[config.mk]
export PLATFORM = sky130hd
export DESIGN_NAME = pcx_buf_pm_pipe
export DESIGN_NICKNAME = d
export VERILOG_FILES = /design/src/rtl/pcx_buf_pm_pipe.sv
export SDC_FILE = /design/constraint.sdc
export NUM_CORES = 1
export LEC_CHECK = 0
export BUFFER_PORTS_ARGS = -buffer_cell sky130_fd_sc_hd__buf_4
export CORE_UTILIZATION = 45
export CTS_CLUSTER_DIAMETER = 30
export DETAILED_ROUTE_END_ITERATION = 16
export PLACE_DENSITY_LB_ADDON = 0.25
export SYNTH_ARGS = -nofsm -noshare
export SYNTH_HDL_FRONTEND = slang
export SYNTH_SLANG_ARGS = --single-unit
[constraint.sdc]
create_clock -name rclk -period 3.5 [get_ports rclk]
set_input_delay 0.35 -clock rclk [delete_from_list [all_inputs] [get_ports rclk]]
set_output_delay 0.35 -clock rclk [all_outputs]
set_load 0.05 [all_outputs]
[src/rtl/pcx_buf_pm_pipe.sv]
// Retimed PCX grant/stall buffer: STAGES-deep flop pipe on grant and stall,
// plus per-channel saturating grant counters and a sticky multi-grant flag.

module pcx_buf_pm_cnt #(
   parameter int CNTW = 8
) (
   input  logic            rclk,
   input  logic            reset_l,
   input  logic            cnt_clr,
   input  logic            inc,
   output logic [CNTW-1:0] cnt
);
   logic [CNTW-1:0] cnt_q, cnt_d;

   // Clear beats increment; saturate at all-ones instead of wrapping.
   always_comb begin
      cnt_d = cnt_q;
      if (!reset_l || cnt_clr)
         cnt_d = '0;
      else if (inc && (cnt_q != {CNTW{1'b1}}))
         cnt_d = cnt_q + CNTW'(1);
   end

   always_ff @(posedge rclk) cnt_q <= cnt_d;

   assign cnt = cnt_q;
endmodule

module pcx_buf_pm_pipe #(
   parameter int NCH    = 5,
   parameter int STAGES = 2,
   parameter int CNTW   = 8
) (
   input  logic                 rclk,
   input  logic                 reset_l,
   input  logic [NCH-1:0]       pcx_spc_grant_pa,
   input  logic                 pcx_stall_pq,
   input  logic                 cnt_clr,
   output logic [NCH-1:0]       pcx_spc_grant_bufpm_pa,
   output logic                 pcx_stall_bufpm_pq,
   output logic [NCH*CNTW-1:0]  grant_cnt,
   output logic                 grant_err
);
   generate
      if (STAGES < 1 || STAGES > 4) begin : g_bad_stages
         $error("pcx_buf_pm_pipe: STAGES must be in 1..4");
      end
   endgenerate

   logic [STAGES-1:0][NCH-1:0] gnt_pipe_q, gnt_pipe_d;
   logic [STAGES-1:0]          stall_pipe_q, stall_pipe_d;
   logic                       err_q, err_d;
   logic                       multi_gnt;

   // Stall is plain data here; reset drops in-flight grants and fills the
   // stall pipe with 1 so consumers wait until real data reaches the end.
   always_comb begin
      gnt_pipe_d[0]   = pcx_spc_grant_pa;
      stall_pipe_d[0] = pcx_stall_pq;
      for (int k = 1; k < STAGES; k++) begin
         gnt_pipe_d[k]   = gnt_pipe_q[k-1];
         stall_pipe_d[k] = stall_pipe_q[k-1];
      end
      if (!reset_l) begin
         gnt_pipe_d   = '0;
         stall_pipe_d = '1;
      end
   end

   always_ff @(posedge rclk) begin
      gnt_pipe_q   <= gnt_pipe_d;
      stall_pipe_q <= stall_pipe_d;
   end

   assign pcx_spc_grant_bufpm_pa = gnt_pipe_q[STAGES-1];
   assign pcx_stall_bufpm_pq     = stall_pipe_q[STAGES-1];

   // More than one bit set <=> clearing the lowest set bit leaves something.
   assign multi_gnt = |(pcx_spc_grant_bufpm_pa & (pcx_spc_grant_bufpm_pa - NCH'(1)));

   always_comb begin
      err_d = err_q | multi_gnt;
      if (!reset_l || cnt_clr)
         err_d = 1'b0;
   end

   always_ff @(posedge rclk) err_q <= err_d;

   assign grant_err = err_q;

   pcx_buf_pm_cnt #(.CNTW(CNTW)) u_cnt [NCH-1:0] (
      .rclk    (rclk),
      .reset_l (reset_l),
      .cnt_clr (cnt_clr),
      .inc     (pcx_spc_grant_bufpm_pa),
      .cnt     (grant_cnt)
   );
endmodule
==> flow_metrics.env, run 1 <==
export IMPL_fin_crit_sh_pct=47.2
export IMPL_r2r_slack_ps=1850
export IMPL_yosys_area_share_xor_xnor_pct=0
export IMPL_cts_htree_levels=2
export IMPL_io_pins=56
export IMPL_clockBufferDepth=2
export IMPL_dp_hpwl_um=3370
export IMPL_ys_warn_count=0
export IMPL_place_inst=366
export IMPL_cp_max_fo=8
export IMPL_cp_slowest_stage_delay_ps=540
export IMPL_grt_pass1_vias=1766
export IMPL_synthCells=260
export IMPL_insertion_delay_ps=300
export IMPL_drtAntennaViolNets=0
export IMPL_leakagePower_nw=1.13
export IMPL_crit_family="simple AND/OR/NAND/NOR gates"
export IMPL_synth_top_area_cell="dfxtp_1"
export IMPL_design_area_mm2=0.00291
export IMPL_routed_wl_um=4940
export IMPL_mappedNetlistNets=274
export IMPL_fin_skew_ps=3.66
export IMPL_grt_max_degree=35
export IMPL_rsz0062_at_grt="false"
export IMPL_grt_usage_pct=18.2
export IMPL_cp_required_ps=3700
export IMPL_worst_setup_path_start_kind="flip-flop"
export IMPL_drive_gt1_share_pct=20.4
export IMPL_yosys_area_top_type_share_pct=43.2
export IMPL_viasPerCell=5.53
export IMPL_start_util_pct=47.5
export IMPL_ys_seq_elements=53
export IMPL_slowest_stage="or4b_1"
export IMPL_synthSimpleGateAreaFrac_pct=24.4
export IMPL_clock_sinks=53
export IMPL_finalNonFillerCells=374
export IMPL_multiInputGateArea_mm2=0.00124
export IMPL_drt_initial_drc_count=87
export IMPL_fp_dieH_um=75.9
export IMPL_synthAdderAreaFrac_pct=2.96
export IMPL_postCtsHoldBufs=0
export IMPL_cts_root_buf="clkbuf_8"
export IMPL_path_clk_slew_ps=90
export IMPL_wire_per_inst_um=13.2
export IMPL_synthDistinctLibCells=38
export IMPL_synthMuxAreaShare_pct=6.12
export IMPL_grt_antenna_before_repair=0
export IMPL_place_area_mm2=0.00283
export IMPL_via_count=2068
export IMPL_synth_compound_area_share_pct=17.0
export IMPL_nets=317
export IMPL_min_path_type="in -> reg"
export IMPL_cts_buffers=5
export IMPL_cp_arrival_ps=1850
export IMPL_cts_resized=0
export IMPL_max_freq_mhz=605
export IMPL_cts_tree="yes"
export IMPL_critical_path_class="reg -> reg"
export IMPL_hold_viol=0
export IMPL_endpoint="u_cnt[2].cnt[7]$_SDFFE_PP0P_"
export IMPL_setup_ws_ps=1850
export IMPL_reg2reg_to="u_cnt[2].cnt[7]$_SDFFE_PP0P_"
export IMPL_reg2reg_from="u_cnt[2].cnt[0]$_SDFFE_PP0P_"
export IMPL_max_slew_margin_pct=30.9
export IMPL_num_rows=26
export IMPL_core_area_mm2=0.00517
export IMPL_critical_path_startpoint="u_cnt[2].cnt[0]$_SDFFE_PP0P_"
export IMPL_worst_pin_slew_ps=1040
export IMPL_overflow=0
export IMPL_p_total_mw=1.01
export IMPL_cap_violations=0
export IMPL_cp_num_cells=4
export IMPL_slew_viol_final=0
export IMPL_detailedRoute_firstPassIterationCount=4
export IMPL_fin_util_pct=56.2
export IMPL_chipWidth_um=75.9
export IMPL_post_cts_setup_buffer_count=0
export IMPL_netlist_area_mm2=0.00245
export IMPL_regArea_mm2=0.00106
export IMPL_n_fill_cell=489
export IMPL_finalSetupTns_ps=0
export IMPL_drc=0
export IMPL_die_area_mm2=0.00575
export IMPL_p_per_area_mw_per_mm2=347
export IMPL_pre_cts_ws_ps=1700
export IMPL_setup_violations=0
export IMPL_synth_area_leaders="dfxtp_1 (43%), mux2i_1 (6.1%), a211oi_1 (4.9%), nand2_1 (4.0%), nand2b_1 (3.3%)"
export IMPL_outcome="finished, final reports clean"
export IMPL_yosysSeqAreaShare_pct=43.2
export IMPL_critPathBufInv=0
export IMPL_min_path_cells=2
export IMPL_antennaDiodeCount=0
export IMPL_io_buffer_count=55
export IMPL_fin_crit_ps=1650
export IMPL_hold_slack_ps=242
export IMPL_grt_pass1_wl_um=7880
export IMPL_rr_worst_depth=4
export IMPL_crit_chain="ha_1 > and3_1 > or4b_1 > o211a_1"
export IMPL_synthToLayoutAreaGrowth_pct=18.4
export IMPL_cp_end_kind="flip-flop"
export IMPL_postSynthAreaPerCell_um2=9.44
export IMPL_synth_top_family_by_area="simple AND/OR/NAND/NOR gates"
export IMPL_gp_congestion=0.768
export IMPL_ir_worst_vdd_mv=0.264
-- metal layers --
metal	up-vias	routed length (um)	part of all wire (%)	GRT usage [%]
li1	1053	-	-	-
met1	966	2410	49	23.6
met2	45	2220	45	28.6
met3	4	246	5.0	5.56
met4	0	57	1.2	6.38
met5	-	0	0	0
-- final cells by class --
| class | count | area share, % |
|---|---|---|
| multi-input combinational | 181 | 42.6 |
| sequential | 53 | 36.5 |
| timing repair buffer | 55 | 14.2 |
| tap | 70 | 3.01 |
| clock buffer | 8 | 2.76 |
| inverter | 7 | 0.904 |
-- synth_stat cells, drive strengths merged --
master / instances
dfxtp: 53
nand2: 26
a211oi: 16
buf: 16
mux2i: 15
a21oi: 14
nand2b: 13
and2: 10
nor3: 10
a311oi: 8
nand3: 8
nand4: 8
inv: 7
a41oi: 6
and4: 6
ha: 5
a21boi: 4
and3: 4
and4b: 4
nor2b: 4
clkbuf: 3
o211a: 3
a31oi: 2
nor2: 2
o21ba: 2
or4b: 2
and2b: 1
maj3: 1
nor4: 1
nor4b: 1
nor4bb: 1
o21ai: 1
o31ai: 1
or3: 1
or4: 1
-- how the worst min path moves through the flow --
stage	slack, ps	endpoint	startpoint
floorplan	390	stall_pipe_q[1]$_SDFF_PN1_	stall_pipe_q[0]$_SDFF_PN1_
global placement	410	stall_pipe_q[1]$_SDFF_PN1_	stall_pipe_q[0]$_SDFF_PN1_
detailed placement	410	stall_pipe_q[1]$_SDFF_PN1_	stall_pipe_q[0]$_SDFF_PN1_
CTS	230	stall_pipe_q[0]$_SDFF_PN1_	pcx_stall_pq
global route	240	stall_pipe_q[0]$_SDFF_PN1_	pcx_stall_pq
finish	240	stall_pipe_q[0]$_SDFF_PN1_	pcx_stall_pq
-- worst register-to-register path, cell delays in order (launching register included) --
cell and delay, ps:
dfxtp_1 360, ha_1 240, and3_1 280, or4b_1 540, o211a_1 130
-- flip-flops by register name, indices dropped and copies added, names as in the netlist --
name                    cells
u_cnt.cnt                  40
gnt_pipe_q                  5
pcx_spc_grant_bufpm_pa      5
stall_pipe_q                2
grant_err                   1
-- cell families (layout without fill, tap and decap cells) --
family	Yosys count	after routing
AOI/OAI and AO/OA	57	57
buffers and inverters	26	70
DFF	53	53
and+or+nand+nor	103	103
adders and majority gates	6	6
muxes	15	15
-- power breakdown --
part	switching, mW	internal, mW	leakage [nW]
clock network	0.188	0.143	0.0395
registers	0.0100	0.611	0.430
logic	0.0364	0.0226	0.659
total	0.234	0.776	1.13
-- cells in the final DEF, fill, tap and decap left out, types with 2 or more instances in the layout --
master and n:
and4b_1 4, clkbuf_1 3, a21boi_0 2, nand2b_1 13
a311oi_1 8, a41oi_1 6, buf_4 55, and2_1 10
a21oi_1 14, nand2_1 26, inv_1 7, a31oi_1 2
clkbuf_8 5, nor3_1 10, o211a_1 3, nand4_1 8
nand3_1 8, mux2i_1 15, or4b_1 2, and3_1 4
o21ba_2 2, ha_1 5, a211oi_1 16, a21boi_1 2
dfxtp_1 53, and4_1 6, nor2b_1 4, nor2_1 2
Power figures use the tool's default switching activity.
==> run 2, diff against run 1 <==
--- a/config.mk
+++ b/config.mk
@@ -5,6 +5,7 @@
 export SDC_FILE = /design/constraint.sdc
 export NUM_CORES = 1
 export LEC_CHECK = 0
+export ABC_AREA = 1
 export BUFFER_PORTS_ARGS = -buffer_cell sky130_fd_sc_hd__buf_4
 export CORE_UTILIZATION = 45
 export CTS_CLUSTER_DIAMETER = 30
==> constraint.sdc (replaced) <==
create_clock -name rclk -period 1.46 [get_ports rclk]
set_input_delay 0.146 -clock rclk [delete_from_list [all_inputs] [get_ports rclk]]
set_output_delay 0.146 -clock rclk [all_outputs]
set_load 0.05 [all_outputs]
==> run 2 against run 1 <==
  * Worst hold slack lost 220 ps
  * Combinational power rose to 2.6 times the previous value
  * Non-clock buffer count increased by 14
  * Clock power up 150%
  * Critical endpoint is now pcx_spc_grant_bufpm_pa[3]
  * Sequential cell count stayed put
  * Routed wire length rose by 16%
  * Utilization grew 3.3 points
  * Die area grew 8.3%
  * Sequential share of layout area is 4.1 points lower
  * Synthesized cell count up 54%
  * Register-to-register slack worse by 1700 ps
  * Critical path depth fell by 3
==> flow_metrics.env, run 2 <==
export IMPL_chipWidth_um=79.0
export IMPL_io_buffer_count=55
export IMPL_cap_violations=0
export IMPL_hold_viol=0
export IMPL_io_pins=56
export IMPL_mappedNetlistNets=415
export IMPL_worst_pin_slew_ps=444
export IMPL_post_cts_setup_buffer_count=0
export IMPL_grt_pass1_vias=2285
export IMPL_ys_warn_count=0
export IMPL_cp_required_ps=1310
export IMPL_cts_tree="yes"
export IMPL_final_cell_mix="nand2_1 (110), buf_4 (69), nor2_1 (61)"
export IMPL_synth_most_common_cell="nand2_1"
export IMPL_p_int_mw=1.86
export IMPL_routed_wl_um=5710
export IMPL_hold_slack_ps=20.7
export IMPL_synth_top_area_cell="dfxtp_1"
export IMPL_nets=474
export IMPL_synthCells=401
export IMPL_min_path_cells=3
export IMPL_drive_gt1_share_pct=26.2
export IMPL_fin_skew_ps=3.27
export IMPL_min_path_type="in -> reg"
export IMPL_finalSetupTns_ps=0
export IMPL_die_area_mm2=0.00623
export IMPL_critical_path_class="reg -> out"
export IMPL_leakagePower_nw=1.54
export IMPL_synthDistinctLibCells=25
export IMPL_synth_cells_most_frequent="nand2_1 (116), nor2_1 (61), dfxtp_1 (53)"
export IMPL_yosysSeqAreaShare_pct=39.8
export IMPL_netlist_area_mm2=0.00267
export IMPL_setup_violations=0
export IMPL_fp_dieH_um=79.0
export IMPL_clockBufferDepth=2
export IMPL_outcome="finished, final reports clean"
export IMPL_cp_slowest_stage_delay_ps=610
export IMPL_crit_family="flip-flops"
export IMPL_via_count=2600
export IMPL_cts_buffers=5
export IMPL_cp_max_fo=13
export IMPL_m1WireLength_um=2770
export IMPL_ys_seq_elements=53
export IMPL_switchingPower_mw=0.607
export IMPL_antennaDiodeCount=0
export IMPL_fin_util_pct=59.5
export IMPL_cp_end_kind="primary output"
export IMPL_synthToLayoutAreaGrowth_pct=25.2
export IMPL_path_clk_slew_ps=90
export IMPL_clock_sinks=53
export IMPL_reg2reg_from="u_cnt[2].cnt[0]$_SDFFE_PP0P_"
export IMPL_grt_pass1_wl_um=9800
export IMPL_synth_edf_count=0
export IMPL_fin_crit_sh_pct=91.3
export IMPL_grt_max_degree=20
export IMPL_swShare_pct=24.6
export IMPL_fin_crit_ps=1330
export IMPL_ir_worst_vdd_mv=0.623
export IMPL_max_slew_margin_pct=70.4
export IMPL_synth_flop_cell="dfxtp_1"
export IMPL_synthArstFlopShare_pct=0
export IMPL_cp_arrival_ps=1190
export IMPL_slowest_stage="dfxtp_1"
export IMPL_design_area_mm2=0.00334
export IMPL_detailedRoute_firstPassIterationCount=4
export IMPL_insertion_delay_ps=300
export IMPL_wire_per_inst_um=10.7
export IMPL_yosys_area_top_type_share_pct=39.8
export IMPL_drc=0
export IMPL_r2r_slack_ps=130
export IMPL_crit_chain="buf_4"
export IMPL_slew_viol_final=0
export IMPL_num_rows=27
export IMPL_seqPwrFrac_pct=60.6
export IMPL_largest_reg_flops=40
export IMPL_share_comb_of_total_power_pct=6.1
export IMPL_gp_congestion=0.808
export IMPL_place_area_mm2=0.00318
export IMPL_p_per_area_mw_per_mm2=740
export IMPL_start_util_pct=47.5
export IMPL_cts_root_buf="clkbuf_8"
export IMPL_wl_met2_um=2720
export IMPL_drt_initial_drc_count=99
export IMPL_dp_hpwl_um=4080
export IMPL_grt_antenna_before_repair=0
export IMPL_worst_setup_path_start_kind="flip-flop"
export IMPL_synth_area_leaders="dfxtp_1 (40%), nand2_1 (16%), nor2_1 (8.6%), inv_1 (6.5%), nand3_1 (5.4%)"
export IMPL_p_total_mw=2.47
export IMPL_postSynthAreaPerCell_um2=6.65
export IMPL_cts_htree_levels=2
export IMPL_core_area_mm2=0.00561
export IMPL_rr_worst_depth=8
export IMPL_routed_wl_met3_um=199
export IMPL_rsz0062_at_grt="true"
export IMPL_drtAntennaViolNets=0
export IMPL_clockPowerShare_pct=33.3
export IMPL_critPathBufInv=1
export IMPL_layout_commonest_cell="nand2_1"
export IMPL_max_freq_mhz=750
export IMPL_viasPerCell=4.88
export IMPL_hold_path_end="gnt_pipe_q[2]$_SDFF_PN0_"
export IMPL_hold_path_startpoint="pcx_spc_grant_pa[2]"
export IMPL_highest_layer="met4"
export IMPL_grt_usage_pct=19.6
export IMPL_overflow=0
export IMPL_reg2reg_to="u_cnt[2].cnt[7]$_SDFFE_PP0P_"
-- run 2: changes by cell type in the layout (fill, tap and decap cells not counted), moves of 8 or more --
cell	previous run	this run
nand4_1	8	23
nand3_1	8	29
a311oi_1	8	0
buf_4	55	69
a211oi_1	16	0
nor2_1	2	61
and2_1	10	0
mux2i_1	15	0
dfxtp_1	53	36
dfxtp_2	0	17
nand2_1	26	110
nand2b_1	13	0
inv_1	7	46
-- run 2: cell type report --
| class | instances | area [um2] |
|---|---|---|
| inverter | 50 | 188 |
| timing repair buffer | 69 | 518 |
| sequential | 53 | 1080 |
| clock buffer | 5 | 68.8 |
| multi-input combinational | 281 | 1370 |
| clock inverter | 3 | 22.5 |
| fill | 544 | 2270 |
| tap | 72 | 90.1 |
-- run 2: how the worst max path moves through the flow --
| stage | startpoint | to | slack (ps) | depth (start not counted) |
|---|---|---|---|---|
| floorplan | u_cnt[3].cnt[2]$_SDFFE_PP0P_ | u_cnt[3].cnt[7]$_SDFFE_PP0P_ | 9 | 7 |
| global placement | u_cnt[0].cnt[0]$_SDFFE_PP0P_ | u_cnt[0].cnt[7]$_SDFFE_PP0P_ | 60 | 8 |
| detailed placement | u_cnt[0].cnt[0]$_SDFFE_PP0P_ | u_cnt[0].cnt[7]$_SDFFE_PP0P_ | -30 | 8 |
| CTS | u_cnt[1].cnt[0]$_SDFFE_PP0P_ | u_cnt[1].cnt[7]$_SDFFE_PP0P_ | 10 | 8 |
| global route | u_cnt[0].cnt[0]$_SDFFE_PP0P_ | u_cnt[0].cnt[7]$_SDFFE_PP0P_ | -10 | 8 |
| finish | pcx_spc_grant_bufpm_pa[3]$_SDFF_PN0_ | pcx_spc_grant_bufpm_pa[3] | 130 | 1 |
-- run 2: logic make-up after synthesis --
family                     Yosys count  synth area share, %
and+or+nand+nor                    253                 42.0
buffers and inverters               67                 11.2
DFF                                 53                 39.8
AOI/OAI and AO/OA                   22                 4.32
adders and majority gates            5                 2.35
xor gates and xnor gates             1                0.329
-- run 2: per-stage QoR --
stage / worst slack (ps) / std cells
CTS: 13.6 / 533
detailed placement: -25.9 / 525
global route: -14.9 / 533
finish: 127 / 533
global placement: 58.8 / 525
floorplan: 9.36 / 401
-- run 2: layer usage --
metal  vias to the layer above  track usage, %
met4                         0            6.00
li1                       1384               -
met3                         2            4.25
met5                         -               0
met2                        53            32.5
met1                      1161            25.4
-- run 2: power by group through the flow --
stage               logic, mW  registers, mW  clock network [mW]
finish                  0.152           1.49               0.822
global route            0.168           1.50               0.932
CTS                     0.152           1.49               0.874
detailed placement      0.152           1.53                   0
global placement        0.150           1.53                   0
floorplan               0.101           1.53                   0
-- run 2: timing repair --
item,CTS,global route
hold endpoints to repair,0,0
hold buffers,0,0
endpoints found under the setup margin,5,27
pin swaps,0,0
resized for setup,2,18
